==> src/rtl/grid_backtrack_engine_if.sv <==
// -----------------------------------------------------------------------------
// grid_backtrack_engine_if
// Purpose : groups the load, start, read-back and status signals between the
//           top-level controller (master) and the backtracking engine (slave).
// Signals :
//   start        master->slave  one-cycle request to validate and search
//   load_valid   master->slave  write one clue cell
//   load_index   master->slave  clue cell index, row-major r*GRID_LEN+c
//   load_value   master->slave  one-hot digit, zero clears the cell
//   load_ready   slave->master  engine is idle and accepts loads/start
//   rd_index     master->slave  read-back cell index
//   rd_value     slave->master  value stored at rd_index (combinational)
//   busy         slave->master  validating or searching
//   done_success slave->master  sticky, solved grid is held
//   done_failure slave->master  sticky, clue conflict or no solution
//   steps        slave->master  SEARCH+BACK cycles since last start
// -----------------------------------------------------------------------------
interface grid_backtrack_engine_if #(
   parameter int GRID_ORD = 3,
   parameter int IDX_W    = $clog2(GRID_ORD*GRID_ORD*GRID_ORD*GRID_ORD),
   parameter int STEP_W   = 32
);
   localparam int GRID_LEN = GRID_ORD*GRID_ORD;

   logic                start;
   logic                load_valid;
   logic [IDX_W-1:0]    load_index;
   logic [GRID_LEN-1:0] load_value;
   logic                load_ready;
   logic [IDX_W-1:0]    rd_index;
   logic [GRID_LEN-1:0] rd_value;
   logic                busy;
   logic                done_success;
   logic                done_failure;
   logic [STEP_W-1:0]   steps;

   modport master (
      output start, load_valid, load_index, load_value, rd_index,
      input  load_ready, rd_value, busy, done_success, done_failure, steps
   );

   modport slave (
      input  start, load_valid, load_index, load_value, rd_index,
      output load_ready, rd_value, busy, done_success, done_failure, steps
   );
endinterface

==> src/rtl/grid_backtrack_engine.sv <==
// -----------------------------------------------------------------------------
// grid_backtrack_engine
// Purpose : single-walker sudoku solver. A cursor walks all cells; first a
//           validation pass checks the clue cells against each other, then a
//           lowest-first backtracking search fills the remaining cells.
//           Row/column/block occupancy masks live in registers.
// Ports   :
//   clock  rising-edge clock
//   reset  asynchronous active-low reset, clears all state including clues
//   bus    grid_backtrack_engine_if.slave (load/start/read-back/status)
// -----------------------------------------------------------------------------
module grid_backtrack_engine #(
   parameter int GRID_ORD = 3,
   parameter int IDX_W    = $clog2(GRID_ORD*GRID_ORD*GRID_ORD*GRID_ORD),
   parameter int STEP_W   = 32
) (
   input  logic                      clock,
   input  logic                      reset,
   grid_backtrack_engine_if.slave    bus
);

   localparam int GRID_LEN  = GRID_ORD*GRID_ORD;
   localparam int GRID_AREA = GRID_LEN*GRID_LEN;
   localparam int ROW_W     = (GRID_LEN > 1) ? $clog2(GRID_LEN) : 1;
   localparam logic [IDX_W-1:0] LAST_IDX = IDX_W'(GRID_AREA-1);

   typedef enum logic [1:0] {
      S_IDLE     = 2'd0,
      S_VALIDATE = 2'd1,
      S_SEARCH   = 2'd2,
      S_BACK     = 2'd3
   } state_t;

   state_t               r_state;
   state_t               w_state_nxt;

   logic [GRID_LEN-1:0]  r_value [GRID_AREA];
   logic [GRID_AREA-1:0] r_given;
   logic [GRID_LEN-1:0]  r_rowm  [GRID_LEN];
   logic [GRID_LEN-1:0]  r_colm  [GRID_LEN];
   logic [GRID_LEN-1:0]  r_blkm  [GRID_LEN];
   logic [IDX_W-1:0]     r_cursor;
   logic [STEP_W-1:0]    r_steps;
   logic                 r_done_succ;
   logic                 r_done_fail;

   logic [ROW_W-1:0]     w_row;
   logic [ROW_W-1:0]     w_col;
   logic [ROW_W-1:0]     w_blk;
   logic [GRID_LEN-1:0]  w_cell;
   logic                 w_clue;
   logic [GRID_LEN-1:0]  w_occ;
   logic [GRID_LEN-1:0]  w_cand;
   logic [GRID_LEN-1:0]  w_low;
   logic                 w_conflict;
   logic                 w_first;
   logic                 w_last;
   logic                 w_load_ok;
   logic                 w_start_ok;
   logic [GRID_LEN-1:0]  w_value_ld [GRID_AREA];
   logic [GRID_AREA-1:0] w_given_ld;

   // Digits strictly above a one-hot value; an empty cell allows every digit.
   // For a one-hot v, (v<<1)-1 covers v and everything below it; when v is
   // the top digit the shift wraps to zero and the result is correctly empty.
   function automatic logic [GRID_LEN-1:0] f_above(input logic [GRID_LEN-1:0] v);
      logic [GRID_LEN-1:0] shl;
      if (v == '0) return '1;
      shl = v << 1;
      return ~(shl - GRID_LEN'(1));
   endfunction

   // Isolate the lowest set bit (two's-complement trick).
   function automatic logic [GRID_LEN-1:0] f_lowest(input logic [GRID_LEN-1:0] v);
      return v & (~v + GRID_LEN'(1));
   endfunction

   function automatic logic f_multi_hot(input logic [GRID_LEN-1:0] v);
      return |(v & (v - GRID_LEN'(1)));
   endfunction

   // ---------------------------------------------------------------- cursor decode
   always_comb begin
      w_row      = ROW_W'(r_cursor / IDX_W'(GRID_LEN));
      w_col      = ROW_W'(r_cursor % IDX_W'(GRID_LEN));
      w_blk      = ROW_W'(((w_row / ROW_W'(GRID_ORD)) * ROW_W'(GRID_ORD)) +
                          (w_col / ROW_W'(GRID_ORD)));
      w_cell     = r_value[r_cursor];
      w_clue     = r_given[r_cursor];
      w_occ      = r_rowm[w_row] | r_colm[w_col] | r_blkm[w_blk];
      w_cand     = ~w_occ & f_above(w_cell);
      w_low      = f_lowest(w_cand);
      w_conflict = f_multi_hot(w_cell) | (|(w_cell & w_occ));
      w_first    = (r_cursor == '0);
      w_last     = (r_cursor == LAST_IDX);
      w_load_ok  = bus.load_valid && (r_state == S_IDLE);
      w_start_ok = bus.start && (r_state == S_IDLE);
   end

   // Clue load is applied before start's clearing of non-clue cells, so a
   // same-cycle load and start both take effect.
   always_comb begin
      for (int i = 0; i < GRID_AREA; i++) begin
         w_value_ld[i] = r_value[i];
         w_given_ld[i] = r_given[i];
         if (w_load_ok && (bus.load_index == IDX_W'(i))) begin
            w_value_ld[i] = bus.load_value;
            w_given_ld[i] = |bus.load_value;
         end
         if (w_start_ok && !w_given_ld[i]) begin
            w_value_ld[i] = '0;
         end
      end
   end

   // ---------------------------------------------------------------- FSM: state register
   always_ff @(posedge clock or negedge reset) begin
      if (!reset) r_state <= S_IDLE;
      else        r_state <= w_state_nxt;
   end

   // ---------------------------------------------------------------- FSM: next state
   always_comb begin
      w_state_nxt = r_state;
      case (r_state)
         S_IDLE: begin
            if (w_start_ok) w_state_nxt = S_VALIDATE;
         end
         S_VALIDATE: begin
            if (w_clue && w_conflict) w_state_nxt = S_IDLE;
            else if (w_last)          w_state_nxt = S_SEARCH;
         end
         S_SEARCH: begin
            if (w_clue || (w_cand != '0)) begin
               if (w_last) w_state_nxt = S_IDLE;
            end else begin
               w_state_nxt = w_first ? S_IDLE : S_BACK;
            end
         end
         S_BACK: begin
            // A clue cannot change, so keep retreating past it.
            if (w_clue) w_state_nxt = w_first ? S_IDLE : S_BACK;
            else        w_state_nxt = S_SEARCH;
         end
         default: w_state_nxt = S_IDLE;
      endcase
   end

   // ---------------------------------------------------------------- FSM: outputs
   always_comb begin
      bus.load_ready   = (r_state == S_IDLE);
      bus.busy         = (r_state != S_IDLE);
      bus.done_success = r_done_succ;
      bus.done_failure = r_done_fail;
      bus.steps        = r_steps;
      bus.rd_value     = '0;
      if (32'(bus.rd_index) < GRID_AREA) bus.rd_value = r_value[bus.rd_index];
   end

   // ---------------------------------------------------------------- datapath
   always_ff @(posedge clock or negedge reset) begin
      if (!reset) begin
         for (int i = 0; i < GRID_AREA; i++) r_value[i] <= '0;
         for (int j = 0; j < GRID_LEN; j++) begin
            r_rowm[j] <= '0;
            r_colm[j] <= '0;
            r_blkm[j] <= '0;
         end
         r_given     <= '0;
         r_cursor    <= '0;
         r_steps     <= '0;
         r_done_succ <= 1'b0;
         r_done_fail <= 1'b0;
      end else begin
         case (r_state)
            S_IDLE: begin
               for (int i = 0; i < GRID_AREA; i++) r_value[i] <= w_value_ld[i];
               r_given <= w_given_ld;
               if (w_start_ok) begin
                  for (int j = 0; j < GRID_LEN; j++) begin
                     r_rowm[j] <= '0;
                     r_colm[j] <= '0;
                     r_blkm[j] <= '0;
                  end
                  r_cursor    <= '0;
                  r_steps     <= '0;
                  r_done_succ <= 1'b0;
                  r_done_fail <= 1'b0;
               end
            end

            S_VALIDATE: begin
               if (w_clue) begin
                  if (w_conflict) begin
                     r_done_fail <= 1'b1;
                  end else begin
                     r_rowm[w_row] <= r_rowm[w_row] | w_cell;
                     r_colm[w_col] <= r_colm[w_col] | w_cell;
                     r_blkm[w_blk] <= r_blkm[w_blk] | w_cell;
                  end
               end
               r_cursor <= w_last ? '0 : r_cursor + IDX_W'(1);
            end

            S_SEARCH: begin
               if (r_steps != '1) r_steps <= r_steps + STEP_W'(1);
               if (w_clue || (w_cand != '0)) begin
                  if (!w_clue) begin
                     r_value[r_cursor] <= w_low;
                     r_rowm[w_row]     <= (r_rowm[w_row] & ~w_cell) | w_low;
                     r_colm[w_col]     <= (r_colm[w_col] & ~w_cell) | w_low;
                     r_blkm[w_blk]     <= (r_blkm[w_blk] & ~w_cell) | w_low;
                  end
                  if (w_last) r_done_succ <= 1'b1;
                  else        r_cursor    <= r_cursor + IDX_W'(1);
               end else begin
                  r_value[r_cursor] <= '0;
                  r_rowm[w_row]     <= r_rowm[w_row] & ~w_cell;
                  r_colm[w_col]     <= r_colm[w_col] & ~w_cell;
                  r_blkm[w_blk]     <= r_blkm[w_blk] & ~w_cell;
                  if (w_first) r_done_fail <= 1'b1;
                  else         r_cursor    <= r_cursor - IDX_W'(1);
               end
            end

            S_BACK: begin
               if (r_steps != '1) r_steps <= r_steps + STEP_W'(1);
               if (w_clue) begin
                  if (w_first) r_done_fail <= 1'b1;
                  else         r_cursor    <= r_cursor - IDX_W'(1);
               end
            end

            default: begin
            end
         endcase
      end
   end

endmodule

==> src/flat_wrapper.sv <==
// flat-port wrapper written by rule: the top's interface ports become plain ports
module grid_backtrack_engine_flat 
#(
   parameter int GRID_ORD = 3,
   parameter int IDX_W    = $clog2(GRID_ORD*GRID_ORD*GRID_ORD*GRID_ORD),
   parameter int STEP_W   = 32
)
  (clock, reset, bus_start, bus_load_valid, bus_load_index, bus_load_value, bus_rd_index, bus_load_ready, bus_rd_value, bus_busy, bus_done_success, bus_done_failure, bus_steps);
  grid_backtrack_engine_if #(.GRID_ORD(GRID_ORD), .IDX_W(IDX_W), .STEP_W(STEP_W)) bus_i ();
  input  logic clock;
  input  logic reset;
  input wire logic [$bits(bus_i.start)-1:0] bus_start;
  input wire logic [$bits(bus_i.load_valid)-1:0] bus_load_valid;
  input wire logic [$bits(bus_i.load_index)-1:0] bus_load_index;
  input wire logic [$bits(bus_i.load_value)-1:0] bus_load_value;
  input wire logic [$bits(bus_i.rd_index)-1:0] bus_rd_index;
  output wire logic [$bits(bus_i.load_ready)-1:0] bus_load_ready;
  output wire logic [$bits(bus_i.rd_value)-1:0] bus_rd_value;
  output wire logic [$bits(bus_i.busy)-1:0] bus_busy;
  output wire logic [$bits(bus_i.done_success)-1:0] bus_done_success;
  output wire logic [$bits(bus_i.done_failure)-1:0] bus_done_failure;
  output wire logic [$bits(bus_i.steps)-1:0] bus_steps;
  assign bus_i.start = bus_start;
  assign bus_i.load_valid = bus_load_valid;
  assign bus_i.load_index = bus_load_index;
  assign bus_i.load_value = bus_load_value;
  assign bus_i.rd_index = bus_rd_index;
  assign bus_load_ready = bus_i.load_ready;
  assign bus_rd_value = bus_i.rd_value;
  assign bus_busy = bus_i.busy;
  assign bus_done_success = bus_i.done_success;
  assign bus_done_failure = bus_i.done_failure;
  assign bus_steps = bus_i.steps;
  grid_backtrack_engine #(.GRID_ORD(GRID_ORD), .IDX_W(IDX_W), .STEP_W(STEP_W)) u_core (.clock(clock), .reset(reset), .bus(bus_i));
endmodule
==> config.mk <==
export PLATFORM = sky130hd
export DESIGN_NAME = grid_backtrack_engine_flat
export DESIGN_NICKNAME = d
export VERILOG_FILES = /design/src/rtl/grid_backtrack_engine_if.sv /design/src/rtl/grid_backtrack_engine.sv /design/src/flat_wrapper.sv
export SDC_FILE = /design/constraint.sdc
export NUM_CORES = 2
export LEC_CHECK = 0
export ABC_AREA = 1
export BUFFER_PORTS_ARGS = -buffer_cell sky130_fd_sc_hd__buf_2
export CORE_MARGIN = 10
export CORE_UTILIZATION = 30
export DETAILED_ROUTE_END_ITERATION = 10
export GPL_TIMING_DRIVEN = 1
export PLACE_DENSITY = 0.54
export SLEW_MARGIN = 20
export SYNTH_ARGS = -nofsm -noshare
export SYNTH_HDL_FRONTEND = slang
export SYNTH_SLANG_ARGS = --single-unit
==> constraint.sdc <==
create_clock -name clock -period 9.25 [get_ports clock]
set_input_delay 1.3875 -clock clock [delete_from_list [all_inputs] [get_ports clock]]
set_output_delay 1.3875 -clock clock [all_outputs]
set_load 0.01 [all_outputs]
# After elaboration in Yosys (flattened, before gate mapping)
# Index checks and enable logic that the tools add are counted.
# word_totals
ff_bits	1096
in_bits	27
out_inout_bits	45
elab_cells	1023
# classes
add_sub_neg	7
n_mul	1
n_div	4
order_cmp	11
n_eq_ne	179
n_mux	329
n_bitwise	27
reduce_logical	351
# ops
cell	count
two-way mux 9 bit	179
two-way mux 729 bit	2
one-hot mux 729 bit (2 select lines)	1
two-way mux 81 bit	13
AND 729 bit	1
bitwise mux 729 bit	1
bitwise mux 81 bit	9
inverter 729 bit	1
one-hot mux 81 bit (3 select lines)	3
AND reduction 3 bit	84
inequality test 3 x 1 -> 1 bit, second input constant	82
equality test 7 x 6 -> 1 bit, second input constant	32
logical AND 1 bit	169
binary-select mux 9 bit (select 7 bit)	2
equality test 7 bit, second input constant	18
equality test 7 x 5 -> 1 bit, second input constant	16
binary-select mux 9 bit (select 4 bit)	3
demux 9 bit (select 4 bit)	3
two-way mux 1 bit	91
zero test 1 bit	81
OR 9 bit	8
two-way mux 32 bit	2
one-hot mux 32 bit (2 select lines)	1
AND 9 bit	7
other kinds (50)	100

# Logic depth before layout (Yosys ltp)
# depth
ltp_word	19
mapped_depth	62
depth_no_buf	57

# Least setup slack after synthesis
# Ideal clock, no wire load.
# synth_path
path_kind	reg2reg
start	register u_core.r_cursor[3]
end	register u_core.r_value[662] (netlist name)
setup_time_ps	116
arrival_ps	8013
required_ps	9134
path_slack_ps	1121
stages_incl_launch_ff	61
n_path_buf	8
period_less_slack_ps	8129
cell_sequence	dfrtp_1 inv_2 buf_4 clkbuf_1 clkbuf_1 ha_1 inv_1 nand2_1 nand2_1 nand3_1 nand2_1 o21bai_4 nand2_4 nand2_2 nand2_1 inv_1 ha_1 inv_1 (+25 left out) inv_1 nor3_1 inv_1 buf_2 o21ai_0 a21oi_1 nand3_1 nand2_1 nor2_2 nand3_4 nand2_2 buf_6 buf_6 o21a_1 buf_6 nand2_4 nand2_1 nand2_1
# synth_between
elab_chain_len	18
elab_cells_between_ends	51
classes_between	add/sub (3); mul (1); div (4); order compare (2); eq/ne (1); mux (22); bitwise (13); reduce/logical (5)
# synth_lines
element	line_no	source
start: declaration	grid_backtrack_engine.sv:42	logic [IDX_W-1:0] r_cursor;
start signal: assignment	grid_backtrack_engine.sv:202	r_cursor <= w_last ? '0 : r_cursor + IDX_W'(1);
start signal: assignment	grid_backtrack_engine.sv:215	else r_cursor <= r_cursor + IDX_W'(1);
start signal: assignment	grid_backtrack_engine.sv:222	else r_cursor <= r_cursor - IDX_W'(1);
divider 7 x 4 -> 7 bit	grid_backtrack_engine.sv:84	w_row = ROW_W'(r_cursor / IDX_W'(GRID_LEN));
divider 4 x 2 -> 4 bit	grid_backtrack_engine.sv:86	w_blk = ROW_W'(((w_row / ROW_W'(GRID_ORD)) * ROW_W'(GRID_ORD)) +
multiplier 4 x 2 -> 4 bit	grid_backtrack_engine.sv:86	
adder 4 bit	grid_backtrack_engine.sv:86	
inverter 4 -> 5 bit (implied by the code)	grid_backtrack_engine.sv:90	w_occ = r_rowm[w_row] | r_colm[w_col] | r_blkm[w_blk];
binary-select mux 9 bit (select 4 bit)	grid_backtrack_engine.sv:90	
two-way mux 9 bit (implied by the code) (2 in a row)	grid_backtrack_engine.sv:90	
OR 9 bit	grid_backtrack_engine.sv:90	
inverter 9 bit	grid_backtrack_engine.sv:91	w_cand = ~w_occ & f_above(w_cell);
AND 9 bit	grid_backtrack_engine.sv:91	
inverter 9 bit	grid_backtrack_engine.sv:75	return v & (~v + GRID_LEN'(1));
adder 9 x 1 -> 9 bit	grid_backtrack_engine.sv:75	
AND 9 bit	grid_backtrack_engine.sv:75	
bitwise mux 729 bit	grid_backtrack_engine.sv:209	r_value[r_cursor] <= w_low;
two-way mux 729 bit	grid_backtrack_engine.sv:208	if (!w_clue) begin
two-way mux 729 bit	grid_backtrack_engine.sv:207	if (w_clue || (w_cand != '0)) begin
one-hot mux 729 bit (2 select lines)	grid_backtrack_engine.sv:175	case (r_state)
end signal: indexed assignment	grid_backtrack_engine.sv:209	
end: declaration	grid_backtrack_engine.sv:37	logic [GRID_LEN-1:0] r_value [GRID_AREA];
# Parallel ways exist; a longest one is shown, timed or not. The select of a mux whose other input is x is not followed.
# A chain may end at the register's enable or synchronous reset.

# Worst setup path after layout
# layout_path
start	register u_core.r_cursor[4]
end	register u_core.r_blkm[19] (netlist name)
# layout_between
elab_chain_len	19
elab_cells_between_ends	65
classes_between	add/sub (4); mul (1); div (4); order compare (2); eq/ne (3); mux (26); bitwise (18); reduce/logical (7)
# layout_lines
element	line_no	source
divider 7 x 4 -> 7 bit	grid_backtrack_engine.sv:84	
divider 4 x 2 -> 4 bit	grid_backtrack_engine.sv:86	
multiplier 4 x 2 -> 4 bit	grid_backtrack_engine.sv:86	
adder 4 bit	grid_backtrack_engine.sv:86	
inverter 4 -> 5 bit	n/a	
binary-select mux 9 bit (select 4 bit)	n/a	
two-way mux 9 bit (implied by the code) (2 in a row)	n/a	
OR 9 bit	grid_backtrack_engine.sv:90	
(+2 left out)	n/a	
inverter 9 bit	grid_backtrack_engine.sv:75	
adder 9 x 1 -> 9 bit	grid_backtrack_engine.sv:75	
AND 9 bit	grid_backtrack_engine.sv:75	
OR 9 bit	grid_backtrack_engine.sv:212	r_blkm[w_blk] <= (r_blkm[w_blk] & ~w_cell) | w_low;
bitwise mux 81 bit	grid_backtrack_engine.sv:212	
two-way mux 81 bit	grid_backtrack_engine.sv:208	
two-way mux 81 bit	grid_backtrack_engine.sv:207	
one-hot mux 81 bit (3 select lines)	grid_backtrack_engine.sv:175	
end signal: indexed assignment	grid_backtrack_engine.sv:199	r_blkm[w_blk] <= r_blkm[w_blk] | w_cell;
end signal: indexed assignment	grid_backtrack_engine.sv:212	
end signal: indexed assignment	grid_backtrack_engine.sv:220	r_blkm[w_blk] <= r_blkm[w_blk] & ~w_cell;
end: declaration	grid_backtrack_engine.sv:41	logic [GRID_LEN-1:0] r_blkm [GRID_LEN];
# Parallel ways exist; a longest one is shown, timed or not. The select of a mux whose other input is x is not followed.

==> summary by stage <==
Status
The flow ran to the end, and the final reports show no timing, DRC or antenna violations.

Critical path
The startpoint identified for the worst register-to-register timing path is u_core.r_cursor[4]. The critical path is of the flip-flop to flip-flop type. The data required time at the worst endpoint is 9.97 ns. The worst register-to-register path has a depth of 52.

The flop-to-flop setup slack is 0.57 ns. By instance count, the cell type seen most on the critical path is nand2_1. Of all nets on the critical path, the largest fanout is 33. The largest individual stage delay along the critical path comes from the cell fa_1. STA classifies the critical path startpoint as a flip-flop. The delay of the slowest cell on the worst path is 0.44 ns. The endpoint class of the critical path is a flip-flop. STA puts the critical path data arrival time at 9.40 ns.

The endpoint identified for the worst register-to-register timing path is u_core.r_blkm[19].

Placed design
The HPWL after detailed placement is 259000 um. The final weighted congestion of routability-driven global placement is 1.03. Input and output buffers added on the ports amount to 71.

Global route
In the global route stage, overall resource usage came out at 27.4%. The maximum number of pins on one net before global-route repair is 164. After global routing the overflow that remains totals 0. The number of antenna violations at the first check in global routing came to 26. The global-route wire length before repair is 564000 um. The via count of the first global-routing pass was 77.8k.

Power and ir drop
IR analysis of the VDD net gives a maximum drop of 1330 uV. The power density over the cells is 451 nW/um^2. The total power after layout is 0.0378 W.

The switching share of power is 59.2%. The part of the total power dissipated in the clock network is 15.3%. The static power due to leakage is 36.5 nW. The share of total power in combinational logic is 64.6%. Internal power comes to 0.0154 W. The sequential group share of total power is 20.1%.

The net switching component of the power is 0.0224 W.

STA
The clock period could shrink to 8.68 ns. Setup repair after global routing could not meet its margin everywhere. Measured against its own limit, the worst slew margin works out to 17.2%. The number of slew-limit violations in the final report is 0.

The post-route clock period utilization is 93.9%. The slew at the pin with the worst max-slew slack is 1.24 ns. The maximum achievable frequency is 0.115 GHz. Across the routed clock network, the largest skew measured is 0.0652 ns. The setup TNS is 0 ns. The final number of hold-violating endpoints is 0. The number of setup violations in the final report is 0.

Synthesis
After synthesis the cells add up to 74900 um^2. When the netlist entered floorplanning its net count stood at 11.3k. Each instance of the synthesized netlist takes up on average 6.68 um^2.

The share of the synthesized netlist area taken by xor and xnor gates is 0.140%. The most common flop cell mapped by yosys is dfrtp_1. The adder-cell share of the synthesized area is 0.581%.

Summing the areas of all compound-gate instances in the mapped netlist gives 27.6% of the synthesized area. Yosys attributes the largest share of cell area to dfrtp_1 (37%), nand2_1 (14%), o21ai_0 (9.7%), o22ai_1 (6.4%), inv_1 (5.6%). Measured against the total synthesized area, the mux share comes to 0%. For this run, asynchronously set or reset flops after synthesis account for 100%. Sequential cells were found to cover 36.6% of the synthesized design area.

The count of flip-flops with a built-in enable after synthesis is 0. Counting every instance in the synthesized netlist gives 11.2k. After synthesis, the largest family of logic cells by area is compound AO/OA/AOI/OAI gates. Counting distinct cell types in the post-synthesis netlist gives 71. The basic-gate share of the synthesized area counting and, or, nand and nor cells is 25.1%. The largest total area in the synthesized netlist belongs to dfrtp_1. The synthesis warning total is 0.

The number of synthesized register bits is 1096. The share of synthesized area in the top cell type comes to 36.6%.

Clock network
The number of sinks on the clock net is 1096. In this run the clock root is driven by a clkbuf_16. The number of clock buffers inserted by TritonCTS is 140.

For the worst-skew pair, the clock arrives at the later sink with an insertion delay of 0.86 ns. The clock slew seen by the registers of the worst setup and hold paths is 0.06 ns. The number of levels in the clock H-tree is 4. The TritonCTS clock tree is built. The number of buffers on the longest clock path is 3.

Routing
The remaining design rule violation count is 0. The first TritonRoute pass finished after 7 iterations. Summing over every cut layer, the via total after detailed routing is 84.9k. The wire length after detailed routing is 392000 um. After detailed routing, the average wire length per cell comes to 27.2 um. The detailed-route vias per instance is 5.90. After the first detailed-routing iteration, the DRC count stood at 13.3k. The number of nets with antenna violations after detailed routing is 0.

Finish
In the final layout, flip-flops and latches occupy 27400 um^2. The most common cell after layout, fill and taps aside is nand2_1. In the final design database the tool counted 11.0k nets. The area added between synthesis and finish is 11.9%.

The post-route netlist has 7.08% of its cells at a drive strength greater than 1. In the final layout, the multi-input gates occupy 40400 um^2. The number of fill cells is 27.2k. The library cells used most frequently in the layout, excluding fill and tap cells, are nand2_1 (2836), o21ai_0 (1456), inv_1 (1105). The utilization of the core after routing is 33.7%.

Floorplanning
The area of the core is 249000 um^2. The number of cell rows is 183. In this run the count of I/O pins placed on the die edge is 72. From left edge to right edge, the die measures 520 um.

The die area is 270000 um^2. For this configuration, the core starts out at a cell density of 30.1%. In this run the vertical extent of the chip is 520 um.

Flow run
The reported max-cap violation count is 0.

Min path
The worst hold path begins at u_core.r_value[427]. The tightest min-delay check is of the flip-flop to flip-flop type. The depth of the worst hold-timing path is 2. The path with the worst hold slack has its endpoint at u_core.r_value[427].
## metrics by stage
| stage | std cells | setup WS (ns) | hold WS, ns | area [um^2] |
|---|---|---|---|---|
| final | 14405 | 0.566 | 0.470 | 83800 |
| after global routing | 14404 | -0.0311 | 0.484 | 83800 |
| after CTS | 14389 | 0.0924 | 0.473 | 83600 |
| after detailed placement | 14138 | 0.0910 | 0.458 | 79000 |
| after global placement | 14138 | 0.229 | 0.455 | 79000 |
| after floorplan | 11225 | 1.12 | 0.442 | 74900 |
## critical path, delay by kind of cell (launching register included)
family / cells / cell delay, ns
AND/OR/NAND/NOR: 26 / 3.68
XOR/XNOR: 1 / 0.16
adder cells (fa/ha/maj): 5 / 1.38
flip-flops: 1 / 0.43
buffers and inverters: 14 / 2.17
AO/OA/AOI/OAI: 6 / 0.71
## state kept, by name, summed over array words and instances, names as in the netlist
register                 count
u_core.r_blkm               81
u_core.bus.done_failure      1
u_core.r_state               2
u_core.bus.done_success      1
u_core.r_value             729
u_core.r_rowm               81
u_core.r_given              81
u_core.bus.steps            32
u_core.r_colm               81
u_core.r_cursor              7
## cell families after synthesis
group | Yosys count
simple gates | 4631
compound gates | 3540
buf+inv | 1913
flops | 1096
fa+ha+maj | 33
xor+xnor | 12
## final cells by class
cell class              instances  share of cell area (%)
well taps                    3330                    4.97
repair buffers                309                    3.15
flip-flops and latches       1096                    32.7
diodes                          8                  0.0239
multi-input cells            8217                    48.2
inverters                    1194                    5.38
clock buffers                 192                    4.67
clock inverters                59                   0.882
## timing repair
action                     4_1_cts  5_1_grt
gates resized for setup          0       22
buffers inserted                 0        7
setup endpoints to repair        0      838
hold buffers                     0        0
## routing by layer
layer | GRT usage, % | vias to the layer above | routed length (um)
met5 | 0.175 | - | 216
met2 | 39.9 | 5582 | 162000
met3 | 7.52 | 1261 | 47900
li1 | - | 37588 | -
met1 | 36.2 | 40477 | 154000
met4 | 16.0 | 24 | 27500
## power groups by stage
| stage | sequential, W | combinational, W | clock, W |
|---|---|---|---|
| after floorplan | 0.00716 | 0.0138 | 0 |
| final | 0.00759 | 0.0244 | 0.00580 |
| after global routing | 0.00771 | 0.0257 | 0.00603 |
| after CTS | 0.00751 | 0.0233 | 0.00583 |
| after detailed placement | 0.00757 | 0.0232 | 0 |
| after global placement | 0.00758 | 0.0232 | 0 |
## Yosys cell counts, types with 25 or more instances
cell type and instances:
a21oi_1 616, a221oi_1 81, a22o_1 25, a22oi_1 158
a31oi_1 50, buf_1 71, buf_2 126, buf_4 30
clkbuf_1 484, dfrtp_1 1096, ha_1 30, inv_1 1117
inv_2 54, nand2_1 2855, nand3_1 597, nand4_1 49
nor2_1 923, nor3_1 94, o2111ai_1 54, o211ai_1 105
o21ai_0 1458, o21ai_1 57, o21ai_2 33, o22ai_1 772
or2_2 29
## worst max-delay path by stage
stage	start	endpoint	slack, ns	cells past startpoint
after CTS	u_core.r_cursor[4]	u_core.r_blkm[17]	0.09	53
after floorplan	u_core.r_cursor[3]	u_core.r_value[662]	1.12	60
after detailed placement	u_core.r_cursor[4]	u_core.r_blkm[20]	0.09	53
final	u_core.r_cursor[4]	u_core.r_blkm[19]	0.57	52
after global placement	u_core.r_cursor[4]	u_core.r_blkm[43]	0.23	53
after global routing	u_core.r_cursor[4]	u_core.r_blkm[46]	-0.03	50
No activity file was read; power rests on OpenSTA's default activity.
